## src/rtl/font_pkg.sv

```systemverilog
// Shared types and constants for the font BRAM access arbiter.
// Host words are big-endian: the high byte sits at the even byte address.
package font_pkg;

    localparam int   FONT_AW_DEFAULT = 13;
    localparam logic HI_FIRST        = 1'b1;
    localparam logic HI_OFS          = ~HI_FIRST;
    localparam logic LO_OFS          = HI_FIRST;

    typedef enum logic [2:0] {
        ST_IDLE    = 3'd0,
        ST_RD_HI   = 3'd1,
        ST_RD_LO   = 3'd2,
        ST_RD_LAST = 3'd3,
        ST_WR_HI   = 3'd4,
        ST_WR_LO   = 3'd5,
        ST_DONE    = 3'd6
    } font_state_e;

endpackage

```

## src/rtl/font_access_arbiter.sv

```systemverilog
// Shares the dual-port font BRAM between the video fetch (read port priority)
// and the host register interface (16-bit words split into two byte accesses).
module font_access_arbiter
    import font_pkg::*;
#(
    parameter int FONT_AW = FONT_AW_DEFAULT,
    parameter int WAIT_W  = 8
) (
    input  logic               clk,
    input  logic               reset_n_i,
    input  logic               vid_rd_en_i,
    input  logic [FONT_AW-1:0] vid_addr_i,
    output logic [7:0]         vid_data_o,
    output logic               vid_valid_o,
    input  logic               host_req_i,
    input  logic               host_we_i,
    input  logic [FONT_AW-2:0] host_addr_i,
    input  logic [15:0]        host_wdata_i,
    output logic [15:0]        host_rdata_o,
    output logic               host_ack_o,
    output logic               host_busy_o,
    output logic [WAIT_W-1:0]  wait_cnt_o,
    output logic               font_rd_en_o,
    output logic [FONT_AW-1:0] font_rd_addr_o,
    input  logic [7:0]         font_rd_data_i,
    output logic               font_wr_en_o,
    output logic [FONT_AW-1:0] font_wr_addr_o,
    output logic [7:0]         font_wr_data_o
);

    font_state_e        state_r;
    font_state_e        state_s;
    logic [FONT_AW-2:0] addr_r;
    logic               we_r;
    logic [15:0]        wdata_r;
    logic [7:0]         data_hi_r;
    logic [15:0]        rdata_r;
    logic [WAIT_W-1:0]  wait_r;
    logic               vid_valid_r;
    logic               issued_r;
    logic               sel_r;

    logic               issue_s;
    logic               ofs_s;
    logic               block_s;
    logic               wr_en_s;
    logic               wr_ofs_s;
    logic [7:0]         wr_byte_s;

    // Next-state and per-state host access decode.
    always_comb begin
        state_s   = state_r;
        issue_s   = 1'b0;
        ofs_s     = HI_OFS;
        block_s   = 1'b0;
        wr_en_s   = 1'b0;
        wr_ofs_s  = HI_OFS;
        wr_byte_s = 8'h00;
        case (state_r)
            ST_IDLE: begin
                if (host_req_i) begin
                    state_s = host_we_i ? ST_WR_HI : ST_RD_HI;
                end else begin
                    state_s = ST_IDLE;
                end
            end
            ST_RD_HI, ST_RD_LO: begin
                ofs_s = (state_r == ST_RD_HI) ? HI_OFS : LO_OFS;
                if (vid_rd_en_i) begin
                    block_s = 1'b1;
                end else begin
                    issue_s = 1'b1;
                    state_s = (state_r == ST_RD_HI) ? ST_RD_LO : ST_RD_LAST;
                end
            end
            ST_RD_LAST: begin
                state_s = ST_DONE;
            end
            ST_WR_HI: begin
                wr_en_s   = we_r;
                wr_byte_s = wdata_r[15:8];
                state_s   = ST_WR_LO;
            end
            ST_WR_LO: begin
                wr_en_s   = we_r;
                wr_ofs_s  = LO_OFS;
                wr_byte_s = wdata_r[7:0];
                state_s   = ST_DONE;
            end
            ST_DONE: begin
                state_s = ST_IDLE;
            end
            default: begin
                state_s = ST_IDLE;
            end
        endcase
    end

    // BRAM port drive: video always owns the read port when it asks.
    always_comb begin
        if (vid_rd_en_i) begin
            font_rd_en_o   = 1'b1;
            font_rd_addr_o = vid_addr_i;
        end else if (issue_s) begin
            font_rd_en_o   = 1'b1;
            font_rd_addr_o = {addr_r, ofs_s};
        end else begin
            font_rd_en_o   = 1'b0;
            font_rd_addr_o = {FONT_AW{1'b0}};
        end
        if (wr_en_s) begin
            font_wr_en_o   = 1'b1;
            font_wr_addr_o = {addr_r, wr_ofs_s};
            font_wr_data_o = wr_byte_s;
        end else begin
            font_wr_en_o   = 1'b0;
            font_wr_addr_o = {FONT_AW{1'b0}};
            font_wr_data_o = 8'h00;
        end
    end

    // State, request latch, wait counter and read-data capture registers.
    always_ff @(posedge clk or negedge reset_n_i) begin
        if (!reset_n_i) begin
            state_r     <= ST_IDLE;
            addr_r      <= {(FONT_AW-1){1'b0}};
            we_r        <= 1'b0;
            wdata_r     <= 16'h0000;
            data_hi_r   <= 8'h00;
            rdata_r     <= 16'h0000;
            wait_r      <= {WAIT_W{1'b0}};
            vid_valid_r <= 1'b0;
            issued_r    <= 1'b0;
            sel_r       <= 1'b0;
        end else begin
            state_r     <= state_s;
            vid_valid_r <= vid_rd_en_i;
            issued_r    <= issue_s;
            sel_r       <= ofs_s;
            if ((state_r == ST_IDLE) && host_req_i) begin
                addr_r  <= host_addr_i;
                we_r    <= host_we_i;
                wdata_r <= host_wdata_i;
                wait_r  <= {WAIT_W{1'b0}};
            end else if (block_s && (wait_r != {WAIT_W{1'b1}})) begin
                wait_r <= wait_r + {{(WAIT_W-1){1'b0}}, 1'b1};
            end
            // BRAM data for a host issue arrives one cycle later; the low
            // byte completes the word straight into the held read register.
            if (issued_r && (sel_r == HI_OFS)) begin
                data_hi_r <= font_rd_data_i;
            end
            if (issued_r && (sel_r == LO_OFS)) begin
                rdata_r <= {data_hi_r, font_rd_data_i};
            end
        end
    end

    assign vid_data_o   = font_rd_data_i;
    assign vid_valid_o  = vid_valid_r;
    assign host_rdata_o = rdata_r;
    assign host_ack_o   = (state_r == ST_DONE);
    assign host_busy_o  = (state_r != ST_IDLE);
    assign wait_cnt_o   = wait_r;

endmodule
```

## config.mk

```make
export PLATFORM = sky130hd
export DESIGN_NAME = font_access_arbiter
export DESIGN_NICKNAME = d
export VERILOG_FILES = /design/src/rtl/font_pkg.sv /design/src/rtl/font_access_arbiter.sv
export SDC_FILE = /design/constraint.sdc
export NUM_CORES = 1
export LEC_CHECK = 0
export BUFFER_PORTS_ARGS = -buffer_cell sky130_fd_sc_hd__buf_4
export CAP_MARGIN = 15
export CORE_MARGIN = 3
export CORE_UTILIZATION = 30
export DETAILED_ROUTE_END_ITERATION = 7
export PLACE_DENSITY = 0.58
export SLEW_MARGIN = 20
export SYNTH_ARGS = -nofsm -noshare
export SYNTH_HDL_FRONTEND = slang
export SYNTH_SLANG_ARGS = --single-unit
```

## constraint.sdc

```tcl
create_clock -name clk -period 2.5 [get_ports clk]
set_clock_uncertainty 0.15 [all_clocks]
set_input_delay 0.25 -clock clk [delete_from_list [all_inputs] [get_ports clk]]
set_output_delay 0.25 -clock clk [all_outputs]
set_load 0.1 [all_outputs]
```

==> results of run 1 <==
[stage by stage]
| stage | area, sq um | hold slack, ps |
|---|---|---|
| finish | 4800 | 25.4 |
| floorplan | 3120 | -196 |
| global placement | 4140 | 269 |
| detailed placement | 4140 | 272 |
| global route | 4800 | 10.0 |
| CTS | 4800 | 16.4 |
[path summary, 6_finish.rpt]
kind | start | to | cells after the start
min in group asynchronous | reset_n_i | host_rdata_o[9] | 2
hold / removal | host_we_i | we_r | 2
max in group asynchronous | reset_n_i | wdata_r[4] | 2
setup / recovery | state_r[1] | font_wr_addr_o[10] | 4
setup reg to reg | state_r[1] | wait_cnt_o[7] | 4
hold reg to reg | data_hi_r[6] | data_hi_r[6] | 1
[placed cells by master (no fill, tap or decap), types with 2 or more instances in the layout]
cell type	netlist	routed
inv_1	5	4
a31oi_1	2	2
nand3_1	4	4
nand3b_1	2	2
nor3_1	5	4
dfrtp_1	67	67
clkbuf_8	0	10
o31ai_1	3	3
or4_1	2	2
or3_1	3	3
dlygate4sd3_1	0	38
nand2_1	8	8
nor2_1	13	13
bufinv_16	0	4
a21oi_1	9	9
a22o_1	12	12
mux2_2	53	53
buf_4	8	129
mux2i_1	8	8
o21ai_0	2	2
and2_1	12	3
nand2b_1	2	2
clkinvlp_4	0	2
and2_4	0	8
and3_1	4	4
[repair_timing]
action | CTS | global route
hold endpoints to repair | 110 | 0
endpoints found under the setup margin | 0 | 11
hold buffers | 38 | 0
resized for setup | 0 | 1
[layer usage]
| metal | up-vias | wire length (um) | GRT usage |
|---|---|---|---|
| met3 | 11 | 555 | 0.0420 |
| met2 | 88 | 4100 | 0.241 |
| met4 | 0 | 110 | 0.0433 |
| li1 | 1211 | - | - |
| met1 | 1214 | 3290 | 0.170 |
| met5 | - | 0 | 0 |
[state kept, by name, summed over array words and instances (netlist names)]
register / flops
data_hi_r: 8
sel_r: 1
vid_valid_o: 1
we_r: 1
addr_r: 12
wait_cnt_o: 8
wdata_r: 16
state_r: 3
host_rdata_o: 16
issued_r: 1
[area by class of cell]
type	count	area share
Tap cell	133	0.0347
Clock inverter	6	0.0284
Sequential cell	67	0.349
Inverter	5	0.00469
Clock buffer	10	0.0287
Timing Repair Buffer	167	0.281
Multi-Input combinational cell	158	0.273
[cells by family (layout without fill, tap and decap cells)]
| kind of cell | count (synthesis) | in the layout | synth area share |
|---|---|---|---|
| buf+inv | 26 | 188 | 0.0452 |
| compound gates | 33 | 33 | 0.0754 |
| mux | 62 | 62 | 0.222 |
| xor+xnor | 1 | 1 | 0.00525 |
| flops | 67 | 67 | 0.541 |
| simple gates | 61 | 61 | 0.108 |
| fa+ha+maj | 1 | 1 | 0.00403 |
==> metrics.log, run 1 <==
[metrics] number of nets with antenna violations after routing: 0
[metrics] crit path buf inv count: 2
[metrics] final sum of negative setup slack: 0 ps
[metrics] Num Clock Sinks: 67
[metrics] Final Setup Violations: 0
[metrics] count of unresolved DRC violations after routing: 0
[metrics] cells after synthesis: 251
[metrics] worst relative slew slack: 0.428
[metrics] sequential fraction of the synthesis area: 0.541
[metrics] CP required: 2100 ps
[metrics] Post-synth EDFFs: 0
[metrics] placeable core region: 9910 sq um
[metrics] DR vias/cell: 4.62
[metrics] number of antenna violations at the first check in global routing: 0
[metrics] Ys Warns: 0
[metrics] global-route wire length before repair: 12,700 um
[metrics] post-synth top area share: 0.541
[metrics] Area contributors post-synth: dfrtp_1, mux2_2, a22o_1
[metrics] max-cap viol count: 0
[metrics] fraction of final layout cells sized beyond drive strength 1: 0.516
[metrics] Non-Filler Instances: 546
[metrics] multi-input logic area: 1310 sq um
[metrics] Skew-Pair Late Insertion Delay: 340 ps
[metrics] number of antenna cells inserted: 0
[metrics] Critical Path End Type: output port
[metrics] clock transition time at the flip-flop clock pins of the worst setup and hold paths: 80 ps
[metrics] number of global-route vias before repair: 2,525
[metrics] post-detail-place hpwl: 5470 um
[metrics] length of the first detailed-routing pass in iterations: 4
[metrics] total number of placement rows: 36
[metrics] cell chosen for the clock root: clkbuf_8
[metrics] Starting Density: 0.313
[metrics] RSZ-0062 raised after global routing: no
[metrics] count of different cell masters after synthesis: 38
[metrics] count of boundary I/O pins: 125
[metrics] Post-synth top flop: dfrtp_1
[metrics] CTS buffer count: 9
[metrics] global-route congestion overflow total: 0
[metrics] startpoint types: flip-flop
[metrics] Die Wd: 108 um
[metrics] number of levels the H-tree was split into: 3
[metrics] weighted congestion at the end of routability-driven global placement: 0.778
[metrics] Synth top cells by count: dfrtp_1, mux2_2, nor2_1
[metrics] Crit Path Max Fanout: 13
[metrics] largest net degree at the start of global routing: 68
[metrics] kind of critical path: flip-flop to output port
[metrics] R2R Setup Slk: 450 ps
[metrics] syn_nets: 306
[metrics] CP cell instances: nand3b_1 > clkinvlp_4 > and2_2 > buf_4
[metrics] data arrival time of the worst path: 1910 ps
[metrics] async set-or-reset flop fraction in the synthesized netlist: 1.00
[metrics] number of port buffers: 124
[metrics] nets: 463
[metrics] least setup slack across all paths after layout: 190 ps
[metrics] Die Y-Extent: 108 um
[metrics] post-CTS setup buffer count: 0
[metrics] combined flip-flop and latch cell area: 1680 sq um
[metrics] dominant cell by count in the synthesized netlist: dfrtp_1
[metrics] total routing resource utilization after global routing: 0.141
[metrics] number of fillers in the final layout: 915
[metrics] Peak Freq: 0.433 GHz
[metrics] final number of hold-violating endpoints: 0
[metrics] final core occ: 0.484
[metrics] Die Outline Area: 11,600 sq um
[metrics] initial DRC count: 114
[metrics] placed cell count: 492
[metrics] Detailed Route WL: 8060 um
[metrics] cell taking the most area after synthesis: dfrtp_1
[metrics] Layout area overhead: 54.7%
[metrics] slowest CP cell: dfrtp_1
[metrics] max-slew violation total from the final report: 0
[metrics] post-route fraction of the period consumed by the critical path: 0.924
[metrics] Longest Clk Path Bufs: 2
[metrics] Mean Syn Cell Area: 12.4 sq um
[metrics] run status: completed
[metrics] Critical Path Max Stage Delay: 560 ps
[metrics] TritonCTS clock tree: built
[metrics] combined area of all synthesized cells: 3100 sq um
[metrics] slew at the pin with the worst max-slew slack: 858 ps
[metrics] FF+latch count, synth: 67
[metrics] final critical delay including setup and external delays: 2310 ps
[metrics] delay-heaviest family, CP: flip-flops
[metrics] worst slack at placement: 478 ps
[metrics] Routed wire per std cell: 14.8 um
[metrics] total via count in the routed design: 2,524
[metrics] min-delay worst type: primary input to flip-flop
Power of run 1 is not shown: default switching activity piles up to over one toggle a cycle in this logic, so the estimate is an artifact.
==> inputs of run 2 (changes only) <==
==> constraint.sdc (replaced) <==
create_clock -name clk -period 2.5 [get_ports clk]
set_clock_uncertainty 0.15 [all_clocks]
set_input_delay 0.125 -clock clk [delete_from_list [all_inputs] [get_ports clk]]
set_output_delay 0.125 -clock clk [all_outputs]
set_load 0.1 [all_outputs]
==> run 2 against run 1 <==
Against the previous run: sequential share of layout area is 0.67 points higher; largest cell class unchanged; first-iteration DRC count is 27% higher; die area is the same; final area shrank 1.9%; critical endpoint is now font_rd_addr_o[0]; global-route usage fell by 0.21 points; sequential cell count did not move.
==> metrics.log, run 2 (synthesis results as in run 1) <==
[metrics] cell chosen for the clock root: clkbuf_8
[metrics] weighted congestion at the end of routability-driven global placement: 0.817 (+5.0%)
[metrics] Num Clock Sinks: 67 (unchanged)
[metrics] number of nets with antenna violations after routing: 0 (unchanged)
[metrics] delay-heaviest family, CP: buffers and inverters
[metrics] Critical Path Max Stage Delay: 440 ps (-120 ps)
[metrics] number of global-route vias before repair: 2,597 (+2.9%)
[metrics] count of boundary I/O pins: 125 (unchanged)
[metrics] slowest CP cell: dfrtp_1
[metrics] area of placed instances: 4130 sq um (-0.24%)
[metrics] CP cell instances: buf_4 > nor3b_1 > mux2_2 > buf_4
[metrics] slew at the pin with the worst max-slew slack: 855 ps (-2.41 ps)
[metrics] most frequent cells in the layout: buf_4, dfrtp_1, mux2_2
[metrics] Die Y-Extent: 108 um (unchanged)
[metrics] initial DRC count: 145 (+27%)
[metrics] min-delay worst type: primary input to async pin
[metrics] least setup slack across all paths after layout: 290 ps (+100 ps)
[metrics] Final Setup Violations: 0 (unchanged)
[metrics] worst relative slew slack: 0.430 (+0.00160)
[metrics] Crit Path Max Fanout: 13 (unchanged)
[metrics] Layout area overhead: 51.8%
[metrics] leading cell type in the layout, fill and taps excluded: buf_4
[metrics] number of port buffers: 124 (unchanged)
[metrics] Non-Filler Instances: 548 (+0.37%)
[metrics] Starting Density: 0.313 (unchanged)
[metrics] Longest Clk Path Bufs: 2 (unchanged)
[metrics] total via count in the routed design: 2,512 (-0.48%)
[metrics] kind of critical path: flip-flop to output port
[metrics] final number of hold-violating endpoints: 0 (unchanged)
[metrics] Skew-Pair Late Insertion Delay: 340 ps (about the same)
[metrics] worst slack at placement: 474 ps (-3.96 ps)
[metrics] max-slew violation total from the final report: 0 (unchanged)
[metrics] Die Wd: 108 um (unchanged)
[metrics] total number of placement rows: 36 (unchanged)
[metrics] RSZ-0062 raised after global routing: no
[metrics] Critical Path End Type: output port
[metrics] Detailed Route WL: 7930 um (-1.6%)
[metrics] data arrival time of the worst path: 1930 ps (+20 ps)
[metrics] global-route wire length before repair: 12,600 um (-0.54%)
[metrics] CP required: 2230 ps (+130 ps)
[metrics] crit path buf inv count: 2 (unchanged)
[metrics] startpoint types: flip-flop
[metrics] global-route congestion overflow total: 0 (unchanged)
[metrics] nets: 465 (+0.43%)
[metrics] fraction of final layout cells sized beyond drive strength 1: 0.511 (-0.00490)
[metrics] TritonCTS clock tree: built
[metrics] placed cell count: 492 (unchanged)
[metrics] dominant cell type by count on the critical path: buf_4
[metrics] DR vias/cell: 4.58 (-0.84%)
[metrics] number of antenna cells inserted: 0 (unchanged)
[metrics] clock transition time at the flip-flop clock pins of the worst setup and hold paths: 80 ps (about the same)
[metrics] largest net degree at the start of global routing: 68 (unchanged)
[metrics] count of unresolved DRC violations after routing: 0 (unchanged)
[metrics] total routing resource utilization after global routing: 0.139 (-0.00210)
[metrics] length of the first detailed-routing pass in iterations: 4 (unchanged)
[metrics] Die Outline Area: 11,600 sq um (unchanged)
[metrics] post-route fraction of the period consumed by the critical path: 0.884 (-0.0402)
[metrics] CTS buffer count: 9 (unchanged)
[metrics] run status: completed
[metrics] placeable core region: 9910 sq um (unchanged)
[metrics] Routed wire per std cell: 14.5 um (-2.0%)
[metrics] number of levels the H-tree was split into: 3 (unchanged)
[metrics] Peak Freq: 0.452 GHz (+4.5%)
[metrics] max-cap viol count: 0 (unchanged)
[metrics] final critical delay including setup and external delays: 2210 ps (-100 ps)
[metrics] post-detail-place hpwl: 5410 um (-1.1%)
[metrics] post-layout instance area: 4710 sq um (-1.9%)
[metrics] number of antenna violations at the first check in global routing: 0 (unchanged)
==> run 2: cell types whose count changed in the layout (fill, tap and decap cells not counted) <==
cell | previous run | this run
clkbuf_8 | 10 | 9
dlygate4sd3_1 | 38 | 40
inv_6 | 0 | 1
and2_4 | 8 | 0
clkinv_2 | 0 | 1
clkinvlp_4 | 2 | 3
inv_1 | 4 | 5
bufinv_16 | 4 | 0
and2_2 | 1 | 9
clkinv_4 | 1 | 2
==> run 2: metrics by stage <==
| stage | hold WS (ps) | TNS [ps] | utilization |
|---|---|---|---|
| after floorplan | -321 | -79.1 | - |
| after global placement | 142 | 0 | 0.417 |
| after detailed placement | 148 | 0 | 0.417 |
| after CTS | 311 | 0 | 0.475 |
| after global routing | 357 | 0 | 0.475 |
| final | 286 | 0 | 0.475 |
==> run 2: timing repair <==
| item | in CTS | in global routing |
|---|---|---|
| buffers inserted | 0 | 0 |
| hold buffers | 40 | 0 |
| endpoints found under the hold margin | 114 | 0 |
| resized for setup | 0 | 0 |
| endpoints found under the setup margin | 0 | 0 |
==> run 2: area by class of cell <==
cell class | count | area (sq um)
fill | 912 | 5200
sequential | 67 | 1680
timing repair buffer | 169 | 1370
multi-input combinational | 158 | 1300
tap | 133 | 166
clock buffer | 9 | 124
clock inverter | 7 | 53.8
inverter | 5 | 18.8
==> run 2: routing by layer <==
metal | wire length, um | track usage | vias to the layer above | share of wire
met5 | 0 | 0 | - | 0
met4 | 70 | 0.0370 | 0 | 0.0088
met3 | 495 | 0.0438 | 7 | 0.062
met2 | 4010 | 0.238 | 88 | 0.51
met1 | 3350 | 0.167 | 1208 | 0.42
li1 | - | - | 1209 | -
==> run 2: path summary, 6_finish.rpt <==
check	slack, ps	to	cells after the start	startpoint
min reg2reg	350	data_hi_r[1]	1	data_hi_r[1]
max reg2reg	440	wait_cnt_o[7]	4	state_r[1]
min	290	data_hi_r[5]	2	reset_n_i
max	290	font_rd_addr_o[0]	4	state_r[0]
max in group asynchronous	1360	state_r[2]	2	reset_n_i
min in group clk	350	data_hi_r[1]	1	data_hi_r[1]
==> run 2: worst reg2reg max path, stage by stage (launching register included) <==
cell	delay, ps
dfrtp_1	510
xnor2_2	250
or3_4	440
or4_1	480
a21oi_1	160
Power of run 2 is left out for the same reason.
